==> src/rtl/ram_apb_arbiter.sv <==
// rtl/ram_apb_arbiter.sv - two-requester round-robin APB master for the shared RAM slave port

module ram_apb_arbiter #(
   parameter int APB_ADDR_WIDTH   = 32,
   parameter int APB_DATA_WIDTH   = 32,
   parameter int APB_STROBE_WIDTH = 4,
   parameter int TIMEOUT          = 16
) (
   input  logic                        PCLK,
   input  logic                        PRESETn,

   input  logic                        r0_req,
   input  logic [APB_ADDR_WIDTH-1:0]   r0_addr,
   input  logic [APB_DATA_WIDTH-1:0]   r0_wdata,
   input  logic                        r0_write,
   input  logic [APB_STROBE_WIDTH-1:0] r0_strb,
   input  logic [2:0]                  r0_prot,
   output logic                        r0_ack,
   output logic [APB_DATA_WIDTH-1:0]   r0_rdata,
   output logic                        r0_err,

   input  logic                        r1_req,
   input  logic [APB_ADDR_WIDTH-1:0]   r1_addr,
   input  logic [APB_DATA_WIDTH-1:0]   r1_wdata,
   input  logic                        r1_write,
   input  logic [APB_STROBE_WIDTH-1:0] r1_strb,
   input  logic [2:0]                  r1_prot,
   output logic                        r1_ack,
   output logic [APB_DATA_WIDTH-1:0]   r1_rdata,
   output logic                        r1_err,

   output logic                        busy,
   output logic                        grant_id,

   output logic [APB_ADDR_WIDTH-1:0]   PADDR,
   output logic [APB_DATA_WIDTH-1:0]   PWDATA,
   output logic [2:0]                  PPROT,
   output logic [APB_STROBE_WIDTH-1:0] PSTRB,
   output logic                        PWRITE,
   output logic                        PSEL,
   output logic                        PENABLE,
   input  logic                        PREADY,
   input  logic                        PSLVERR,
   input  logic [APB_DATA_WIDTH-1:0]   PRDATA
);

   // Wait counter must hold the value TIMEOUT; keep at least one bit when the timeout is disabled.
   localparam int WCW = (TIMEOUT > 0) ? $clog2(TIMEOUT + 1) : 1;
   localparam logic [WCW-1:0] WC_LIMIT = WCW'(TIMEOUT);
   localparam logic [WCW-1:0] WC_MAX   = {WCW{1'b1}};

   typedef enum logic [1:0] {
      ST_IDLE   = 2'd0,
      ST_SETUP  = 2'd1,
      ST_ACCESS = 2'd2,
      ST_DONE   = 2'd3
   } state_t;

   state_t                      state_q;
   state_t                      state_d;
   logic                        last_grant_q;
   logic [WCW-1:0]              wait_cnt_q;
   logic                        timeout_hit;
   logic                        access_end;

   logic                        win_id;
   logic [APB_ADDR_WIDTH-1:0]   win_addr;
   logic [APB_DATA_WIDTH-1:0]   win_wdata;
   logic                        win_write;
   logic [APB_STROBE_WIDTH-1:0] win_strb;
   logic [2:0]                  win_prot;

   logic [APB_DATA_WIDTH-1:0]   rsp_rdata;
   logic                        rsp_err;

   // Round-robin pick: a lone requester wins, on contention the one not served last wins.
   always_comb begin
      win_id = 1'b0;
      if (r0_req && r1_req) begin
         win_id = ~last_grant_q;
      end else begin
         win_id = r1_req;
      end
      win_addr  = win_id ? r1_addr  : r0_addr;
      win_wdata = win_id ? r1_wdata : r0_wdata;
      win_write = win_id ? r1_write : r0_write;
      win_strb  = win_id ? r1_strb  : r0_strb;
      win_prot  = win_id ? r1_prot  : r0_prot;
   end

   // Next-state logic plus the state-decoded APB handshake, ack and busy outputs.
   always_comb begin
      state_d     = state_q;
      timeout_hit = 1'b0;
      PSEL        = 1'b0;
      PENABLE     = 1'b0;
      busy        = 1'b1;
      r0_ack      = 1'b0;
      r1_ack      = 1'b0;
      case (state_q)
         ST_IDLE: begin
            busy = 1'b0;
            if (r0_req || r1_req) begin
               state_d = ST_SETUP;
            end
         end
         ST_SETUP: begin
            PSEL    = 1'b1;
            state_d = ST_ACCESS;
         end
         ST_ACCESS: begin
            PSEL    = 1'b1;
            PENABLE = 1'b1;
            if (PREADY) begin
               state_d = ST_DONE;
            end else if ((TIMEOUT != 0) && (wait_cnt_q == WC_LIMIT)) begin
               state_d     = ST_DONE;
               timeout_hit = 1'b1;
            end
         end
         ST_DONE: begin
            r0_ack  = ~grant_id;
            r1_ack  = grant_id;
            state_d = ST_IDLE;
         end
         default: begin
            state_d = ST_IDLE;
         end
      endcase
   end

   assign access_end = (state_q == ST_ACCESS) && (state_d == ST_DONE);
   // A timed-out transfer reports an error with zero data; writes never return data.
   assign rsp_rdata  = (timeout_hit || PWRITE) ? '0 : PRDATA;
   assign rsp_err    = timeout_hit | PSLVERR;

   // State register, round-robin pointer and saturating wait-state counter.
   always_ff @(posedge PCLK or negedge PRESETn) begin
      if (!PRESETn) begin
         state_q      <= ST_IDLE;
         last_grant_q <= 1'b1;
         wait_cnt_q   <= '0;
      end else begin
         state_q <= state_d;
         if (state_q == ST_DONE) begin
            last_grant_q <= grant_id;
         end
         if ((state_q == ST_IDLE) && (state_d == ST_SETUP)) begin
            wait_cnt_q <= '0;
         end else if ((state_q == ST_ACCESS) && (state_d == ST_ACCESS) &&
                      (wait_cnt_q != WC_MAX)) begin
            wait_cnt_q <= wait_cnt_q + WCW'(1);
         end
      end
   end

   // Latch the winner's request into the APB output registers; they hold until the next grant.
   always_ff @(posedge PCLK or negedge PRESETn) begin
      if (!PRESETn) begin
         grant_id <= 1'b0;
         PADDR    <= '0;
         PWDATA   <= '0;
         PWRITE   <= 1'b0;
         PSTRB    <= '0;
         PPROT    <= '0;
      end else if ((state_q == ST_IDLE) && (r0_req || r1_req)) begin
         grant_id <= win_id;
         PADDR    <= win_addr;
         PWDATA   <= win_wdata;
         PWRITE   <= win_write;
         PSTRB    <= win_write ? win_strb : '0;
         PPROT    <= win_prot;
      end
   end

   // Capture the response into the granted requester's result registers so it is valid in DONE.
   always_ff @(posedge PCLK or negedge PRESETn) begin
      if (!PRESETn) begin
         r0_rdata <= '0;
         r0_err   <= 1'b0;
         r1_rdata <= '0;
         r1_err   <= 1'b0;
      end else if (access_end) begin
         if (grant_id) begin
            r1_rdata <= rsp_rdata;
            r1_err   <= rsp_err;
         end else begin
            r0_rdata <= rsp_rdata;
            r0_err   <= rsp_err;
         end
      end
   end

endmodule

==> config.mk <==
export PLATFORM = sky130hd
export DESIGN_NAME = ram_apb_arbiter
export DESIGN_NICKNAME = d
export VERILOG_FILES = /design/src/rtl/ram_apb_arbiter.sv
export SDC_FILE = /design/constraint.sdc
export NUM_CORES = 1
export LEC_CHECK = 0
export ABC_AREA = 1
export BUFFER_PORTS_ARGS = -buffer_cell sky130_fd_sc_hd__buf_2
export CAP_MARGIN = 20
export CORE_AREA = 2 2 198 152
export DETAILED_ROUTE_END_ITERATION = 16
export DIE_AREA = 0 0 200 154
export PLACE_DENSITY = 0.56
export SLEW_MARGIN = 40
export SYNTH_ARGS = -nofsm -noshare
export SYNTH_HDL_FRONTEND = slang
export SYNTH_SLANG_ARGS = --single-unit
==> constraint.sdc <==
create_clock -name PCLK -period 1.9 [get_ports PCLK]
set_clock_uncertainty 0.2 [all_clocks]
set_input_delay 0.38 -clock PCLK [delete_from_list [all_inputs] [get_ports PCLK]]
set_output_delay 0.38 -clock PCLK [all_outputs]
set_load 0.05 [all_outputs]
==> After elaboration in Yosys (flattened, before gate mapping) <==
Index checks and enable logic that the tools add are counted.
W data, S select, Z words.
{ "word_totals": {"reg_bits": 147, "inputBits": 182, "output_inout_bits": 144} }
{ "op_classes": {"addsub": 1, "eq_ne": 8, "mux": 22, "bitwise_logic": 3, "n_reduce_logical": 13} }
{ "ops": {"columns": ["op", "count"], "rows": [
  ["$mux W32", 3],
  ["$mux W1", 10],
  ["$mux W5", 2],
  ["$eq A2 B2 Y1 const B", 4],
  ["$mux W4", 2],
  ["$pmux W2 S4", 1],
  ["$logic_and A1 B1 Y1", 6],
  ["$mux W2", 3],
  ["$add A5 B1 Y5 const B", 1],
  ["$eq A5 B5 Y1 const B", 1],
  ["$ne A5 B5 Y1 const B", 1],
  ["$eq A2 B1 Y1 const B", 2],
  ["$reduce_and A2 Y1", 2],
  ["$mux W3", 1],
  ["$logic_not A2 Y1", 1],
  ["$logic_or A1 B1 Y1", 2],
  ["$not A1 Y1", 2],
  ["$reduce_bool A2 Y1", 1],
  ["$reduce_or A2 Y1", 1],
  ["$or A1 B1 Y1", 1]
]} }

==> Longest topological paths before layout <==
Gate-level depths: netlist of run 1.
{ "logic_depth": {"depth_word": 9, "ltp_mapped": 14} }

==> Least setup slack after synthesis of run 1 <==
Ideal clock, no wire load.
{ "synth_path": {"kind": "flip-flop to flip-flop", "start": "register state_q[0]", "end": "register r0_rdata[10]", "arrival_ns": 1.998, "t_required_ns": 1.581, "path_slack_ns": -0.417, "path_stages_with_launch": 11, "n_path_buf": 1, "period_less_slack_ns": 2.317, "path_cell_list": "dfrtp_1 > inv_1 > ha_1 > inv_1 > nor2_1 > nand2_1 > a21oi_2 > nand3_4 > buf_6 > nand2_1 > nand2_1"} }
{ "synth_via": {"elab_chain_len": 6, "elab_cells_between_ends": 14} }
{ "synth_lines": {"columns": ["item", "line", "text"], "rows": [
  ["start, declared", "59", "state_t state_q;"],
  ["start signal, assigned", "144", "state_q <= state_d;"],
  ["$mux W2", "116", "end else if ((TIMEOUT != 0) && (wait_cnt_q == WC_LIMIT)) begin"],
  ["$mux W2", "114", "if (PREADY) begin"],
  ["$pmux W2 S4", "100", "case (state_q)"],
  ["$eq A2 B2 Y1", "132", "assign access_end = (state_q == ST_ACCESS) && (state_d == ST_DONE);"],
  ["$logic_and A1 B1 Y1", "132", null],
  ["$reduce_and A2 Y1 (no source line)", null, null],
  ["end signal, assigned", "188", "r0_rdata <= rsp_rdata;"],
  ["end, declared", "19", "output logic [APB_DATA_WIDTH-1:0] r0_rdata,"]
]} }
Several ways; a longest one is shown, not always the timed one.
A chain may end at the register's enable or synchronous reset.

==> Final worst setup path of run 1 <==
{ "layout_path": {"start": "register state_q[1]", "end": "output port r1_ack"} }
{ "layout_via": {"elab_chain_len": 2} }
{ "layout_lines": {"columns": ["item", "line", "text"], "rows": [
  ["$eq A2 B2 Y1", "100", null],
  ["$mux W1", "100", null],
  ["end, declared", "28", "output logic r1_ack,"]
]} }
Every way passes these cells.

==> summary.md, run 1 <==
| Metric | Value |
|---|---|
| CP required | between 1 and 1.5 ns |
| Routability Congestion | just over 0.8 |
| Achievable clock frequency | 490 MHz |
| Htree depth | 4 |
| Clk_lat worst skew | ~0.42 ns |
| I/O pins | 326 |
| Register area share after synthesis | 53.8% |
| Final count of negative-setup-slack endpoints | 76 |
| GRT Overall Usage | 16.3% |
| Wire per inst | 15.6 microns |
| Row cnt | 54 |
| Average cell area after synthesis | 8.27 sq um |
| Drt drc | 0 |
| CTS tree | built |
| P_int | 10.4 mW |
| Pwr dens | approximately 2100 nW/um^2 |
| Sw frac | 53.9% |
| Floorplan core area | 28,700 sq um |
| Clock slew at reported path FFs | about 0.070 ns |
| CTS Sinks | around 150 |
| Routed WL | 25.0 mm |
| Initial antenna violation count | 0 |
| Port Buf Inserts | around 330 |
| Die X | 200 microns |
| Tcrit/Tclk final | 107% |
| CP arrival | 1.46 ns |
| Max-slew violations | 0 |
| Status | finished, violations left |
| First-pass GRT wire length | 38.7 mm |
| Worst Slack Setup Final | -0.140 ns |
| Area of the multi-input gates | 3020 sq um |
| Cell variety after synth | 28 |
| Initial core utilization | 23.8% |
| Fill cells | 2,952 |
| Fin crit period | 2.04 ns |
| Post-synth ARST share | 100% |
| Hold Crit Class | in2reg |
| Share of the synthesized area in the top cell type | 53.4% |
| Via-to-Cell Ratio | 4.32 |
| Max clock buf depth | 2 |
| Psw | 12.1 mW |
| FF/Latch Area | 3680 sq um |
| RSZ-0062 raised after global routing | true |
| Ant diodes | 0 |
| Failing checks | negative setup slack |
| Total power | roughly 22 mW |
| Logic pwr share | approximately 60% |
| Max Cap Violations | 0 |
| Top post-synthesis cells by count | 228 x nand2_1, 146 x dfrtp_1, 121 x o21ai_0 |
| Synthesized area | 6840 sq um |
| Vias in the first global route | 6,814 |
| Count leader, synth | nand2_1 |
| Crit-path max FO | 3 |
| Leak | between 5 and 6 nW |
| Worst Setup Path Type | reg2out |
| Total congestion overflow | 0 |
| R2R depth | 11 |
| Die span in y | approximately 150 microns |
| Worst VDD drop | approximately 0.00081 V |
| Post-synth EDFFs | 0 |
| DR iter-0 viols | 334 |
| CP Capture Type | output pin |
| Die ar. | 30,800 sq um |
| Syn Nets | 1,016 |
| Seq pwr share | around 25% |
| Routed Antenna Nets | 0 |
| Area growth syn-to-layout | 55.5% |
| HPWL Detailed | around 17 mm |
| Worst hold slack | 0.0193 ns |
| Setup tns final | -7.10 ns |
| Yosys warns | 0 |
| Final core utilization | between 30% and 40% |
| CP startpoint kind | flop |
| Ys flop type | dfrtp_1 |
| Worst slew margin | between 70% and 80% |
| Flops & latches, synth | ~150 |
| DR vias | 6,918 |
| Clock Power Share | 14.6% |
| Pre-antenna DRT Iters | 4 |
| Share of layout cells above drive strength 1 | ~44% |
| Mapped Cells | 827 |
| Worst Hold Path Cells | 3 |
| Largest net degree at the start of global routing | 69 |
| Worst slew pin tran | 0.430 ns |
| Final hold vios | 0 |
| Ranking of synthesized cells by area | dfrtp_1 53%, nand2_1 13%, o21ai_0 8.9% |
| Layout Nets | 1,385 |
| Clock root cell | clkbuf_16 |
| Cell taking the most area after synthesis | dfrtp_1 |
| Total CTS buffers | 17 |
[routing by layer]
layer	GRT usage [%]	wire, microns
met2	26.2	11900
met5	0	0
met1	21.8	11300
met4	4.87	413
met3	3.58	1280
[through the flow]
stage	cells	setup slack, ns	cell area [sq um]
3_3_place_gp	1527	-0.0897	9150
2_1_floorplan	827	-0.0320	6900
4_1_cts	1596	-0.125	10400
3_5_place_dp	1527	-0.126	9150
5_1_grt	1601	-0.242	10600
6_report	1601	-0.140	10600
[cells in the final DEF, fill, tap and decap left out, drive strengths merged]
cell and count:
a21oi 3, buf 390, bufbuf 2, bufinv 1, clkbuf 22, clkinv 7
clkinvlp 5, dfrtp 146, dfstp 1, dlygate4sd3 7, ha 7, inv 47
mux2i 4, nand2 232, nand3 78, nand4 1, nor2 111, o21ai 141
o21bai 1, or2 2, xor2 1
[state kept, by name (all words and copies together), names as in the netlist, 2 cells and up]
register	cells
PPROT	3
PADDR	32
wait_cnt_q	5
PWDATA	32
PSTRB	4
r1_rdata	32
r0_rdata	32
state_q	2
[critical path, cell delays in order, from the launching register on]
cell and delay (ns):
dfrtp_2 0.43, buf_6 0.13, ha_4 0.17, nand2_4 0.07, clkinvlp_4 0.08, buf_8 0.15
[power by group through the flow]
| stage | logic (mW) | registers (mW) | clock network (mW) |
|---|---|---|---|
| 2_1_floorplan | 3.41 | 10.8 | 0 |
| 3_3_place_gp | 12.0 | 5.65 | 0 |
| 3_5_place_dp | 12.1 | 5.65 | 0 |
| 4_1_cts | 13.2 | 5.65 | 3.39 |
| 5_1_grt | 14.4 | 5.89 | 3.54 |
| 6_report | 13.5 | 5.68 | 3.28 |
[worst paths after layout]
| check | slack (ns) | from | endpoint |
|---|---|---|---|
| setup / recovery | -0.14 | state_q[1] | r1_ack |
| hold / removal | 0.02 | r1_addr[27] | PADDR[27] |
| setup reg to reg | -0.13 | wait_cnt_q[0] | wait_cnt_q[2] |
| hold reg to reg | 0.27 | last_grant_q | last_grant_q |
| max in group asynchronous | 0.65 | PRESETn | last_grant_q |
| min in group asynchronous | 0.21 | PRESETn | r1_rdata[14] |
[layout make-up]
| class | count | share of cell area, % |
|---|---|---|
| Inverter | 48 | 1.80 |
| Clock buffer | 20 | 4.30 |
| Sequential cell | 147 | 34.6 |
| Timing Repair Buffer | 401 | 25.2 |
| Clock inverter | 12 | 1.00 |
| Tap cell | 392 | 4.61 |
| Multi-Input combinational cell | 581 | 28.4 |
[repair_timing]
action                                  in CTS  in global routing
setup buffers                               23                  5
gates cloned                                 7                  1
hold buffers                                 7                  0
pin swaps                                   15                  6
resized for setup                           74                 61
endpoints found under the setup margin      79                122
endpoints found under the hold margin       79                  0
[kinds of logic (layout without fill, tap and decap cells)]
| family | after synthesis | after routing | share of synthesized area [%] |
|---|---|---|---|
| simple gates | 424 | 424 | 26.4 |
| flops | 147 | 147 | 53.8 |
| compound gates | 145 | 145 | 10.9 |
| buf+inv | 99 | 481 | 6.86 |
| fa+ha+maj | 7 | 7 | 1.28 |
| mux | 4 | 4 | 0.586 |
| xor+xnor | 1 | 1 | 0.128 |
No activity file was read; power rests on OpenSTA's default activity.
==> run 2: changes to the inputs <==
- CELL_PAD_IN_SITES_DETAIL_PLACEMENT: unset -> 0
- CELL_PAD_IN_SITES_GLOBAL_PLACEMENT: unset -> 1
- PLACE_DENSITY: 0.56 -> 0.72
==> summary.md, run 2 (same netlist as run 1, synthesis figures left out) <==
| Metric | Value |
|---|---|
| Status | finished, violations left |
| Failing checks | negative setup slack |
| Worst R2R Start | wait_cnt_q[0] |
| Total power | 22.8 mW |
| R2r setup slk | -0.15 ns |
| Sw frac | 53.6% |
| Crit-path max FO | 23 |
| R2R Path End | r0_rdata[15] |
| Leak | 5.71 nW |
| Total CTS buffers | 17 |
| Post-Layout Cell Count | 1,623 |
| R2R depth | 14 |
| Worst Setup Path Type | reg2reg |
| HPWL Detailed | around 17 mm |
| Most frequent cells in the layout | 319 x buf_2, 176 x nand2_1, 144 x dfrtp_1 |
| Routed WL | 26.2 mm |
| Clock Power Share | between 10% and 20% |
| Max-slew violations | 0 |
| Total congestion overflow | 0 |
| CTS tree | built |
| Share of layout cells above drive strength 1 | between 40% and 50% |
| Row cnt | 54 |
| Htree depth | 4 |
| Worst slew margin | approximately 67% |
| Final count of negative-setup-slack endpoints | 75 |
| Clk_lat worst skew | 0.42 ns |
| CP startpoint kind | flop |
| CP required | 2.02 ns |
| Routed Antenna Nets | 0 |
| Port Buf Inserts | 325 |
| Die ar. | around 30,000 sq um |
| Via-to-Cell Ratio | approximately 4.4 |
| Seq pwr share | between 20% and 30% |
| Clock root cell | clkbuf_16 |
| Vias in the first global route | 7,059 |
| Pre-CTS setup slack | -0.134 ns |
| RSZ-0062 raised after global routing | true |
| Routability Congestion | 0.827 |
| Min-delay src | r1_wdata[5] |
| Tcrit/Tclk final | 108% |
| First-pass GRT wire length | 39.7 mm |
| Setup tns final | -8.12 ns |
| Pre-antenna DRT Iters | 4 |
| Wire per inst | ~16 microns |
| Max Cap Violations | 0 |
| DR vias | 7,063 |
| Worst slew pin tran | just under 0.5 ns |
| CP arrival | 2.17 ns |
| Final hold vios | 0 |
| Worst Slack Setup Final | -0.152 ns |
| Drt drc | 0 |
| Area growth syn-to-layout | 58.9% |
| Psw | around 12 mW |
| Logic pwr share | between 50% and 60% |
| CP Capture Type | flop |
| Most common cell after layout, fill and taps aside | buf_2 |
| Hold Crit Class | in2reg |
| Die X | 200 microns |
| Post-placement cell count | roughly 1,500 |
| Worst Hold Path EP | PWDATA[5] |
| Worst VDD drop | 0.00114 V |
| Achievable clock frequency | 487 MHz |
| Largest net degree at the start of global routing | 42 |
| Initial core utilization | 23.8% |
| Fill cells | 2,996 |
| P_int | 10.6 mW |
| Pwr dens | 2100 nW/um^2 |
| CP Launch Point | wait_cnt_q[0] |
| Fin crit period | just over 2 ns |
| Layout Nets | 1,405 |
| Floorplan core area | 28,700 sq um |
| Clock slew at reported path FFs | 0.07 ns |
| GRT Overall Usage | 16.8% |
| CTS Sinks | ~150 |
| Die span in y | 154 microns |
| I/O pins | about 330 |
| Initial antenna violation count | 2 |
| Max clock buf depth | 2 |
| Worst Hold Path Cells | 3 |
| DR iter-0 viols | 293 |
## run 2: cell count changes in the layout (fill, tap and decap cells not counted), moves of 6 or more
cell     delta
nand2_1    -21
nor2_1     +18
buf_4      +17
nand2_2    +12
nor2_2     -12
nand2_4     +9
o21ai_0     +8
o21ai_1     -8
nand3_2     +7
nor2_4      -6
## run 2: routing by layer
| layer | share of wire [%] | GRT usage, % | routed length, microns | vias to the layer above |
|---|---|---|---|---|
| li1 | - | - | - | 3437 |
| met1 | 46 | 22.7 | 12000 | 3395 |
| met2 | 47 | 26.7 | 12200 | 211 |
| met3 | 6.2 | 4.17 | 1630 | 20 |
| met4 | 1.4 | 4.48 | 361 | 0 |
| met5 | 0 | 0 | 0 | - |
## run 2: how the worst max path moves through the flow
stage	end	slack, ns
floorplan	r0_rdata[10]	-0.03
global route	r0_rdata[28]	-0.24
CTS	r1_ack	-0.15
finish	r0_rdata[15]	-0.15
global placement	r1_rdata[7]	-0.15
detailed placement	r0_rdata[9]	-0.13
## run 2: final cells by class
class                      instances  area (sq um)  area share [%]
clock buffer                      18           439            4.04
inverter                          48           191            1.76
clock inverter                    14           154            1.42
sequential                       147          3680            33.9
tap                              392           490            4.51
antenna                            2          5.00          0.0461
timing repair buffer             421          2840            26.1
multi-input combinational        581          3060            28.2
## run 2: critical path: stages (launching register included)
cell and delay [ns]:
dfrtp_1 0.41, inv_2 0.09, ha_4 0.13, nand2_2 0.05
inv_2 0.06, nand2_4 0.05, nand2_2 0.06, nand2_2 0.06
buf_6 0.12, a21oi_4 0.16, buf_6 0.13, nand3_4 0.10
buf_12 0.18, nand2_1 0.07, nand2_1 0.05
## run 2: stage by stage
stage / util [%] / area, sq um / hold slack [ns]
6_report: 37.8 / 10900 / 0.0285
5_1_grt: 37.8 / 10900 / 0.0164
4_1_cts: 36.7 / 10500 / 0.00286
3_5_place_dp: 32.0 / 9200 / 0.0953
3_3_place_gp: 32.0 / 9200 / 0.0986
2_1_floorplan: - / 6900 / -0.116
## run 2: power groups by stage
stage	sequential (mW)	combinational, mW	clock [mW]
after floorplan	10.8	3.41	0
after global placement	5.64	12.1	0
after detailed placement	5.65	12.2	0
after CTS	5.66	13.2	3.57
after global routing	5.90	14.5	3.72
final	5.73	13.6	3.46
## run 2: timing repair
action,4_1_cts,5_1_grt
hold endpoints to repair,131,0
setup buffers,30,4
pin swaps,12,17
gates cloned,7,3
gates resized for setup,73,70
setup endpoints to repair,99,78
hold buffers,9,0
